--- src/rtl/coef_packer.sv ---
// rtl/coef_packer.sv - packs one subgraph of per-node coefficients into a single softmax word
//
// Ports:
//   clk, rst         clock; synchronous active-high reset
//   coef_valid_i     input beat valid
//   coef_ready_o     input beat accepted when coef_valid_i & coef_ready_o
//   coef_i           coefficient of the current node
//   num_of_nodes_i   subgraph node count, sampled on the first beat only
//   sm_valid_o       packed word valid
//   sm_ready_i       softmax stage accepts word
//   sm_data_o        {coef_vec, num_of_nodes}; node k at [NUM_NODE_WIDTH + k*DATA_WIDTH +: DATA_WIDTH]
//   sg_cnt_o         completed output handshakes, wraps
//   err_o            one-cycle pulse after a first beat with an illegal node count

module coef_packer #(
    parameter int DATA_WIDTH     = 8,
    parameter int MAX_NODES      = 18,
    parameter int NUM_NODE_WIDTH = 5,
    parameter int SG_CNT_W       = 16
) (
    input  logic                                      clk,
    input  logic                                      rst,
    input  logic                                      coef_valid_i,
    output logic                                      coef_ready_o,
    input  logic [DATA_WIDTH-1:0]                     coef_i,
    input  logic [NUM_NODE_WIDTH-1:0]                 num_of_nodes_i,
    output logic                                      sm_valid_o,
    input  logic                                      sm_ready_i,
    output logic [MAX_NODES*DATA_WIDTH+NUM_NODE_WIDTH-1:0] sm_data_o,
    output logic [SG_CNT_W-1:0]                       sg_cnt_o,
    output logic                                      err_o
);

    localparam logic [1:0] ST_IDLE    = 2'd0;
    localparam logic [1:0] ST_COLLECT = 2'd1;
    localparam logic [1:0] ST_OUTPUT  = 2'd2;

    localparam logic [NUM_NODE_WIDTH-1:0] N_ONE = NUM_NODE_WIDTH'(1);
    localparam logic [NUM_NODE_WIDTH-1:0] N_MAX = NUM_NODE_WIDTH'(MAX_NODES);

    logic [1:0]                state;
    logic [NUM_NODE_WIDTH-1:0] n_q;
    logic [NUM_NODE_WIDTH-1:0] idx;
    logic [DATA_WIDTH-1:0]     coef_buf [MAX_NODES];

    logic beat_acc;
    logic count_illegal;
    logic last_beat;

    // Ready is low only while a finished word waits for the softmax stage,
    // which forces at least one idle input cycle between subgraphs.
    assign coef_ready_o  = (state != ST_OUTPUT);
    assign sm_valid_o    = (state == ST_OUTPUT);
    assign beat_acc      = coef_valid_i & coef_ready_o;
    assign count_illegal = (num_of_nodes_i == '0) || (num_of_nodes_i > N_MAX);
    assign last_beat     = (idx == n_q - N_ONE);

    always_ff @(posedge clk) begin
        if (rst) begin
            state    <= ST_IDLE;
            n_q      <= '0;
            idx      <= '0;
            sg_cnt_o <= '0;
            err_o    <= 1'b0;
            for (int k = 0; k < MAX_NODES; k++) begin
                coef_buf[k] <= '0;
            end
        end else begin
            err_o <= 1'b0;
            case (state)
                ST_IDLE: begin
                    if (beat_acc) begin
                        // Every new subgraph starts from an all-zero vector so
                        // unused slots never carry data from an earlier word.
                        for (int k = 0; k < MAX_NODES; k++) begin
                            coef_buf[k] <= '0;
                        end
                        if (count_illegal) begin
                            err_o <= 1'b1;
                            n_q   <= '0;
                        end else begin
                            n_q         <= num_of_nodes_i;
                            coef_buf[0] <= coef_i;
                            idx         <= N_ONE;
                            state       <= (num_of_nodes_i == N_ONE) ? ST_OUTPUT : ST_COLLECT;
                        end
                    end
                end
                ST_COLLECT: begin
                    if (beat_acc) begin
                        // Decoded write keeps the slot index in range for any idx value.
                        for (int k = 0; k < MAX_NODES; k++) begin
                            if (idx == NUM_NODE_WIDTH'(k)) begin
                                coef_buf[k] <= coef_i;
                            end
                        end
                        idx <= idx + N_ONE;
                        if (last_beat) begin
                            state <= ST_OUTPUT;
                        end
                    end
                end
                ST_OUTPUT: begin
                    if (sm_ready_i) begin
                        sg_cnt_o <= sg_cnt_o + SG_CNT_W'(1);
                        state    <= ST_IDLE;
                    end
                end
                default: begin
                    state <= ST_IDLE;
                end
            endcase
        end
    end

    // The word is a pure wiring of registers, so it is stable for as long as
    // the FSM sits in OUTPUT.
    always_comb begin
        sm_data_o                      = '0;
        sm_data_o[NUM_NODE_WIDTH-1:0]  = n_q;
        for (int k = 0; k < MAX_NODES; k++) begin
            sm_data_o[NUM_NODE_WIDTH + k*DATA_WIDTH +: DATA_WIDTH] = coef_buf[k];
        end
    end

endmodule

--- config.mk ---
export PLATFORM = sky130hd
export DESIGN_NAME = coef_packer
export DESIGN_NICKNAME = d
export VERILOG_FILES = /design/src/rtl/coef_packer.sv
export SDC_FILE = /design/constraint.sdc
export NUM_CORES = 1
export LEC_CHECK = 0
export BUFFER_PORTS_ARGS = -buffer_cell sky130_fd_sc_hd__buf_2
export CORE_MARGIN = 3
export CORE_UTILIZATION = 50
export CTS_CLUSTER_DIAMETER = 120
export DETAILED_ROUTE_END_ITERATION = 8
export PLACE_DENSITY = 0.75
export SLEW_MARGIN = 40
export SYNTH_ARGS = -nofsm -noshare
export SYNTH_HDL_FRONTEND = slang
export SYNTH_SLANG_ARGS = --single-unit
--- constraint.sdc ---
create_clock -name clk -period 5 [get_ports clk]
set_input_delay 1 -clock clk [delete_from_list [all_inputs] [get_ports clk]]
set_output_delay 1 -clock clk [all_outputs]
set_load 0.02 [all_outputs]
==> out/summary.txt, run 1 <==
Status: finished clean
1st-iter DRT viols: 356
RSZ-0062 raised after global routing: false
Skew final: 0.00553 ns
Arrival time worst endpoint: 3.08 ns
Final HPWL DP: 12000 um
Synth top area share: 60.2%
DRT antenna net count: 0
Slew @ Worst Pin: 0.699 ns
Port Buffer Count: 184
Max IR drop VDD: 0.225 mV
Avg Cell Area, Syn: 13.5 um2
Antenna violations before repair: 0
Clock edge transition at the registers on the reported setup and hold paths: 0.06 ns
Core area: 0.0140 mm2
Die Height: 126 um
Lkg Pwr: 0.00415 uW
CTS Sinks: 173
R2r setup slk: 2.36 ns
Met1 GRT Util: 28.3%
Vias in the first global route: 4827
Post-CTS setup buffers: 0
Worst Setup Start Kind: input port
# hold bufs at CTS: 0
Ys Warns: 0
Post-synth top area cell: edfxtp_1
Fin. Hold Viols: 0
Clk_lat worst skew: 0.41 ns
GRT Max-Usage Layer: met2
Largest net degree at the start of global routing: 42
R2r worst-path depth: 4
Distinct cells, synth: 47
Num CTS Buffers: 17
Synthesized instance count: 531
Met3 GRT Util: 4.88%
Crit path kind: in2reg
Top post-synthesis cells by area: edfxtp_1, and3_1, dfxtp_1, and2_1, clkbuf_1
Number of antenna diodes: 0
WL/cell: 19.9 um
Max cap viols: 0
Post-CTS resize count: 0
Rows: 43
Die width: 126 um
Syn_nets: 555
All-layer global routing usage: 22.0%
Min-delay worst type: reg2reg
Register area: 0.00490 mm2
# H-tree levels: 4
Fin util: 62.8%
Fin cells: 887
First-pass GRT wire length: 26900 um
Pwr/cell area: 386 mW/mm2
Synth Flop Type: edfxtp_1
Register bit total from synthesis: 173
WHS Path Cells: 2
Synthesized area: 0.00718 mm2
CTS Buffer Depth: 2
Starting Density: 51.3%
Layout cell share with drive strength beyond 1: 32.2%
Min-delay src: sg_cnt_o[1]
Clock root cell: clkbuf_16
Min Tclk post-route: 2.99 ns
Total Wirelength: 17700 um
Vias per cell: 5.69
Critical path capture point type: register
Layout Area Growth over Synthesis: 22.3%
Setup TNS: 0 ns
EDFF count, synth: 144
Multi-input logic area: 0.00206 mm2
Max-slew violations: 0
Final Cycle Share: 59.8%
Hold endpoint: sg_cnt_o[1]
Post-synthesis async set-or-reset flop share: 0%
Max frequency: 335 MHz
Ports: 185
DRC viols: 0
Crit. Startpoint: rst
Worst r2r src: state[1]
Reg2reg end: coef_buf[2][3]
Vias: 5045
Placed cells: 855
GRT met2 Usage: 36.6%
Fillers: 1065
Final Setup Violations: 0
DRT Pass-1 Iters: 6
DIE AREA: 0.0158 mm2
GR Overflow Total: 0
Sequential area share after synthesis: 68.3%
Max transition margin: 53.4%
CTS tree: built
CP max FO: 41
Final nets: 718
GPL Wtd Cong: 0.854
CP required: 5.09 ns
critical path, cell delays in order:
cell and delay (ns):
buf_4 0.27, nand2b_1 0.29, nor4_1 0.42, and2_1 0.66
a211o_1 0.42
through the flow:
stage,worst slack [ns],instance area (um2),hold WS (ns),power [uW]
3_5_place_dp,1.47,8190,0.488,2130
5_1_grt,1.83,8790,0.515,3500
2_1_floorplan,2.61,7180,0.550,1970
3_3_place_gp,1.53,8170,0.480,2120
6_report,2.01,8790,0.497,3390
4_1_cts,1.90,8770,0.499,3400
layout by cell type (no fill, tap or decap), types with 3 or more instances in the layout:
master and n:
buf_2 183, edfxtp_1 144, and3_1 117, and2_1 34, dfxtp_1 29, clkbuf_16 17, nor2_1 15, inv_1 14
a211o_1 14, a21oi_1 13, nand2_1 9, nand3_1 9, xor2_1 8, xnor2_1 7, o32ai_1 6, nor3_1 5
nand2b_1 5, or4_1 5, a22o_1 5, clkinv_1 5, buf_4 5, nor4_1 4, o31ai_1 4, ha_2 4
nor4_4 3, nand4_1 3, ha_1 3, bufinv_16 3
power by group:
| group | switching, uW | total (uW) | internal, uW |
|---|---|---|---|
| logic | 289 | 393 | 104 |
| registers | 41.5 | 1710 | 1670 |
| clock network | 511 | 1290 | 776 |
sequential cells by signal, indices dropped and copies added (netlist names):
register and cells:
coef_buf 144, err_o 1, idx 5, n_q 5, sg_cnt_o 16, state 2
worst max path at each step:
stage	to	depth (start not counted)
6_report	coef_buf[2][3]	5
5_1_grt	coef_buf[1][4]	5
4_1_cts	coef_buf[1][1]	5
3_5_place_dp	coef_buf[1][6]	5
3_3_place_gp	coef_buf[1][7]	5
2_1_floorplan	coef_buf[16][0]	5
logic make-up (layout without fill, tap and decap cells):
logic type	Yosys count	after routing	synth area share [%]
muxes	1	1	0.157
AOI/OAI and AO/OA	53	53	5.44
buffers and inverters	59	235	3.28
xor gates and xnor gates	15	15	1.83
adders and majority gates	7	7	1.22
and+or+nand+nor	223	223	19.8
DFF	173	173	68.3
synthesized netlist by cell type (2+ instances only):
cell,n
a211o_1,14
a211oi_1,2
a21oi_1,13
a22o_1,5
and2_1,34
and3_1,117
buf_1,2
buf_2,2
clkbuf_1,37
clkbuf_2,3
dfxtp_1,29
edfxtp_1,144
ha_1,7
inv_1,14
nand2_1,9
nand2b_1,5
nand3_1,9
nand3b_1,2
nand4_1,3
nor2_1,15
nor3_1,5
nor4_1,5
nor4_4,3
o21ai_0,3
o31ai_1,4
o32ai_1,6
or3_1,2
or4_1,5
xnor2_1,7
xor2_1,8
routing by layer:
| layer | share of wire (%) | vias to the layer above | wire, um |
|---|---|---|---|
| met3 | 7.7 | 33 | 1360 |
| met4 | 3.0 | 0 | 529 |
| met1 | 40 | 2458 | 7100 |
| met2 | 49 | 242 | 8680 |
| met5 | 0 | - | 0 |
| li1 | - | 2312 | - |
layout make-up:
class                           instances  area share, %
Timing Repair Buffer                  189           11.0
Multi-Input combinational cell        299           23.4
Clock buffer                           18           4.88
Tap cell                              180           2.56
Sequential cell                       173           55.8
Clock inverter                         14           1.72
Inverter                               14          0.598
(Power assumes the default switching activity.)
==> inputs of run 2 (changes only) <==
ABC_AREA = 1   (was not set)
PLACE_DENSITY = 0.76   (was 0.75)
clock period = 3 ns   (was 5 ns; I/O delays follow)
==> out/summary.txt, run 2 <==
Die Height: 123 um (-2.4%)
Die width: 123 um (-2.4%)
Top Registers: coef_buf: 144 flops, sg_cnt_o: 16 flops
Number of antenna diodes: 0 (unchanged)
Synthesized instance count: 610 (+15%)
Syn_nets: 634 (+14%)
1st-iter DRT viols: 554 (+56%)
All-layer global routing usage: 22.7% (+0.71 points)
Final nets: 825 (+15%)
Status: finished clean
Largest net degree at the start of global routing: 19 (-55%)
Fin. Hold Viols: 0 (unchanged)
Max IR drop VDD: 0.407 mV (+80%)
Xor/xnor share of the synthesized area: 0.385% (-1.4 points)
Port Buffer Count: 184 (unchanged)
Min Tclk post-route: 2.18 ns
Slew @ Worst Pin: 0.781 ns (+0.0825 ns)
Synth Flop Type: edfxtp_1
Max frequency: 459 MHz
Worst Setup Start Kind: register
DIE AREA: 0.0151 mm2 (-4.8%)
Crit path kind: reg2reg
RSZ-0062 raised after global routing: false
Post-synthesis mux area share: 0% (-0.16 points)
Most common cell in the netlist: nor2_1
Post-synth top area cell: edfxtp_1
Total Wirelength: 16800 um (-4.8%)
Top reg by flops: coef_buf
# hold bufs at CTS: 0 (unchanged)
Max cap viols: 0 (unchanged)
Lkg Pwr: 0.00389 uW (-6.3%)
Antenna violations before repair: 0 (unchanged)
CTS Sinks: 173 (unchanged)
Post-CTS setup buffers: 0 (unchanged)
Core area: 0.0133 mm2 (-5.0%)
Vias per cell: 5.17 (-9.1%)
Top post-synthesis cells by area: edfxtp_1, nor2_1, dfxtp_1, nand2_1, inv_1
Starting Density: 51.3% (about the same)
Ys Warns: 0 (unchanged)
# H-tree levels: 4 (unchanged)
Min-delay worst type: in2reg
Register bit total from synthesis: 173 (unchanged)
Final HPWL DP: 12000 um (-0.66%)
Setup TNS: 0 ns (unchanged)
Compound-cell area share of the yosys netlist: 2.97% (-2.5 points)
WL/cell: 17.0 um (-15%)
DRC viols: 0 (unchanged)
Clock root cell: clkbuf_16
GR Overflow Total: 0 (unchanged)
Max reg flops: 144 (unchanged)
Max transition margin: 47.6% (-5.8 points)
EDFF count, synth: 144 (unchanged)
CP required: 3.09 ns (-2.00 ns)
Sequential area share after synthesis: 71.9% (+3.6 points)
Final Cycle Share: 72.6%
Final Power: 5980 uW (+76%)
Critical path capture point type: register
Top post-synthesis cells by count: nor2_1, edfxtp_1, nand2_1
Synth top area share: 63.4% (+3.2 points)
Clock edge transition at the registers on the reported setup and hold paths: 0.07 ns (about the same)
Vias in the first global route: 4946 (+2.5%)
GPL Wtd Cong: 0.873 (+2.3%)
Vias: 5121 (+1.5%)
Synthesized area: 0.00682 mm2 (-5.0%)
Final Setup Violations: 0 (unchanged)
Post-synthesis simple-gate area fraction: 19.5% (-0.33 points)
Num CTS Buffers: 17 (unchanged)
Largest family of logic cells by synthesized area: simple AND/OR/NAND/NOR gates
Arrival time worst endpoint: 2.27 ns (-0.81 ns)
Ports: 185 (unchanged)
CP max FO: 9 (-78%)
CTS tree: built
Pwr/cell area: 702 mW/mm2 (+82%)
Max-slew violations: 0 (unchanged)
Post-Synth Adder-Cell Area: 1.28% (+0.064 points)
Post-synthesis async set-or-reset flop share: 0% (unchanged)
Distinct cells, synth: 34 (-28%)
Fin util: 64.1% (+1.3 points)
Most common cell after layout, fill and taps aside: nor2_1
CTS Buffer Depth: 2 (unchanged)
Skew final: 0.00927 ns (+0.00374 ns)
Most frequent cells in the layout: nor2_1, buf_2, edfxtp_1, nand2_1, inv_1
Clk_lat worst skew: 0.43 ns (+0.02 ns)
Post-CTS resize count: 0 (unchanged)
Rows: 42 (-2.3%)
Layout Area Growth over Synthesis: 24.8%
DRT antenna net count: 0 (unchanged)
Layout cell share with drive strength beyond 1: 28.5% (-3.7 points)
DRT Pass-1 Iters: 5 (-1)
First-pass GRT wire length: 25300 um (-6.2%)
Avg Cell Area, Syn: 11.2 um2 (-17%)
-- run 2: worst max-delay path: stages, from the launching register on --
cell and delay (ns):
dfxtp_1 0.35, inv_2 0.07, nor2_1 0.14, inv_2 0.10, nor3_1 0.48, nand2_1 0.34
nand2_1 0.36
-- run 2: final timing paths --
path                          start        endpoint  slack, ns  depth (start not counted)
setup / recovery           state[0]  coef_buf[8][2]       0.82                          6
hold / removal    num_of_nodes_i[3]          n_q[3]       0.40                          3
setup reg to reg           state[0]  coef_buf[8][2]       0.82                          6
hold reg to reg        sg_cnt_o[15]    sg_cnt_o[15]       0.50                          2
-- run 2: where the power goes --
group	leakage [uW]	internal [uW]	total [uW]	switching, uW
registers	0.00181	2850	2930	89.3
clock network	0.000285	1320	2230	915
logic	0.00180	202	811	608
total	0.00389	4360	5980	1610
-- run 2: layout make-up --
type	count	area (um2)
Clock inverter	13	164
Fill cell	1031	4780
Timing Repair Buffer	185	928
Clock buffer	19	433
Tap cell	176	220
Inverter	59	221
Multi-Input combinational cell	365	1650
Sequential cell	173	4900
-- run 2: cell families (layout without fill, tap and decap cells) --
logic type | after synthesis | count (layout)
and+or+nand+nor | 320 | 320
xor gates and xnor gates | 3 | 3
adders and majority gates | 7 | 7
AOI/OAI and AO/OA | 35 | 35
DFF | 173 | 173
buffers and inverters | 72 | 276
-- run 2: metal layers --
metal	share of wire [%]	vias up	GRT usage, %
li1	-	2401	-
met5	0	-	0
met1	38	2413	27.4
met2	50	284	37.8
met4	1.6	0	9.10
met3	10	23	7.65
-- run 2: through the flow --
step,setup WS (ns),instances,instance area (um2),hold slack [ns]
6_report,0.823,990,8520,0.402
3_3_place_gp,0.642,958,7920,0.471
2_1_floorplan,1.00,610,6820,0.504
3_5_place_dp,0.567,958,7920,0.491
4_1_cts,0.831,990,8520,0.388
5_1_grt,0.635,990,8520,0.397
==> inputs of run 3 (changes only) <==
ABC_AREA = 0   (was 1)
PLACE_DENSITY = 0.75   (was 0.76)
clock period = 2.2 ns   (was 3 ns; I/O delays follow)
==> out/summary.txt, run 3 (synthesis gave the netlist of run 1 again) <==
Status: finished clean
Most common cell after layout, fill and taps aside: buf_2
CTS Buffer Depth: 2 (unchanged)
Final HPWL DP: 12100 um (+1.1%)
Rows: 43 (+2.4%)
Antenna violations before repair: 1 (+1)
DIE AREA: 0.0158 mm2 (+5.0%)
Pwr/cell area: 867 mW/mm2 (+24%)
CP required: 2.29 ns (-0.80 ns)
1st-iter DRT viols: 382 (-31%)
All-layer global routing usage: 22.4% (-0.31 points)
Setup TNS: 0 ns (unchanged)
DRT antenna net count: 0 (unchanged)
Fin util: 64.0% (about the same)
Vias: 5103 (-0.35%)
Worst Setup Start Kind: register
Vias per cell: 5.63 (+8.8%)
Largest net degree at the start of global routing: 37 (+18)
Lkg Pwr: 0.00427 uW (+9.9%)
CTS tree: built
Max transition margin: 56.8% (+9.2 points)
R2r setup slk: 0.23 ns (-0.59 ns)
Max IR drop VDD: 0.455 mV (+12%)
Arrival time worst endpoint: 2.06 ns (-0.21 ns)
Die Height: 126 um (+2.5%)
Register area: 0.00491 mm2 (about the same)
Max cap viols: 0 (unchanged)
Slew @ Worst Pin: 0.646 ns (-0.135 ns)
Die width: 126 um (+2.5%)
Clock edge transition at the registers on the reported setup and hold paths: 0.07 ns (about the same)
Final nets: 738 (-11%)
RSZ-0062 raised after global routing: false
Final Power: 7760 uW (+30%)
Clk_lat worst skew: 0.43 ns (about the same)
Ports: 185 (unchanged)
Num CTS Buffers: 17 (unchanged)
Max-slew violations: 0 (unchanged)
WL/cell: 19.5 um (+15%)
Fillers: 1104 (+7.1%)
CTS Sinks: 173 (unchanged)
Critical path capture point type: register
Port Buffer Count: 184 (unchanged)
Top Registers: coef_buf: 144 flops, sg_cnt_o: 16 flops
First-pass GRT wire length: 27600 um (+9.3%)
Multi-input logic area: 0.00205 mm2 (+25%)
Min-delay worst type: in2reg
DRT Pass-1 Iters: 4 (-1)
Layout Area Growth over Synthesis: 24.7%
Core area: 0.0140 mm2 (+5.2%)
Skew final: 0.0106 ns (+0.00130 ns)
Max reg flops: 144 (unchanged)
Total Wirelength: 17700 um (+5.4%)
Starting Density: 51.3% (about the same)
Final Setup Violations: 0 (unchanged)
Number of antenna diodes: 0 (unchanged)
GR Overflow Total: 0 (unchanged)
Crit path kind: reg2reg
Vias in the first global route: 4898 (-0.97%)
Top reg by flops: coef_buf
Clock root cell: clkbuf_16
Max frequency: 508 MHz (+11%)
CP max FO: 8 (-1)
GPL Wtd Cong: 0.847 (-3.0%)
DRC viols: 0 (unchanged)
Most frequent cells in the layout: buf_2, edfxtp_1, and3_1, and2_1, dfxtp_1
# H-tree levels: 4 (unchanged)
Final Cycle Share: 89.5% (+17 points)
Fin. Hold Viols: 0 (unchanged)
Min Tclk post-route: 1.97 ns (-0.208 ns)
Layout cell share with drive strength beyond 1: 34.8% (+6.3 points)
[run 3: cell types whose count changed in the layout (fill, tap and decap cells not counted), moves of 10 or more]
cell / delta
clkinv_1: -10
and2_1: +34
and3_1: +117
buf_4: +22
nor2_1: -170
a211o_1: +12
nand2_1: -81
inv_1: -31
[run 3: critical path, stage by stage (launching register included)]
cell and delay [ns]:
dfxtp_1 0.31, buf_4 0.17, nor4_1 0.35, buf_4 0.18
and2_1 0.26, a211o_1 0.36
[run 3: worst paths after layout]
check                    startpoint             end  cells past startpoint
hold / removal    num_of_nodes_i[2]          n_q[2]                      2
hold reg to reg         sg_cnt_o[1]     sg_cnt_o[1]                      2
setup / recovery             idx[2]  coef_buf[3][2]                      5
setup reg to reg             idx[2]  coef_buf[3][2]                      5
[run 3: routing by layer]
layer,part of all wire (%),global-route usage (%)
met5,0,0
met4,1.6,6.50
met2,49,36.6
met3,7.6,6.11
met1,42,29.9
[run 3: layout make-up]
| class | count | area share [%] |
|---|---|---|
| tap | 180 | 2.52 |
| inverter | 14 | 0.587 |
| multi-input combinational | 299 | 22.9 |
| sequential | 173 | 54.8 |
| clock inverter | 15 | 1.79 |
| timing repair buffer | 209 | 12.7 |
| clock buffer | 17 | 4.75 |
[run 3: report_power, final]
part,internal [uW],switching [uW]
Sequential,3790,91.8
Combinational,260,659
Clock,1690,1270
Total,5740,2020
[run 3: what timing repair did]
action	4_1_cts	5_1_grt
resized for setup	0	3
buffers inserted	0	1
hold buffers	0	0
endpoints found under the setup margin	0	88
[run 3: metrics by stage]
stage / worst slack (ns) / cell area [um2] / hold WS (ns) / cells
4_1_cts: 0.0947 / 8940 / 0.248 / 906
3_5_place_dp: 0.0495 / 8350 / 0.494 / 874
6_report: 0.231 / 8950 / 0.261 / 907
3_3_place_gp: 0.0922 / 8350 / 0.479 / 874
5_1_grt: 0.0527 / 8950 / 0.250 / 907
2_1_floorplan: 0.171 / 7180 / 0.550 / 531
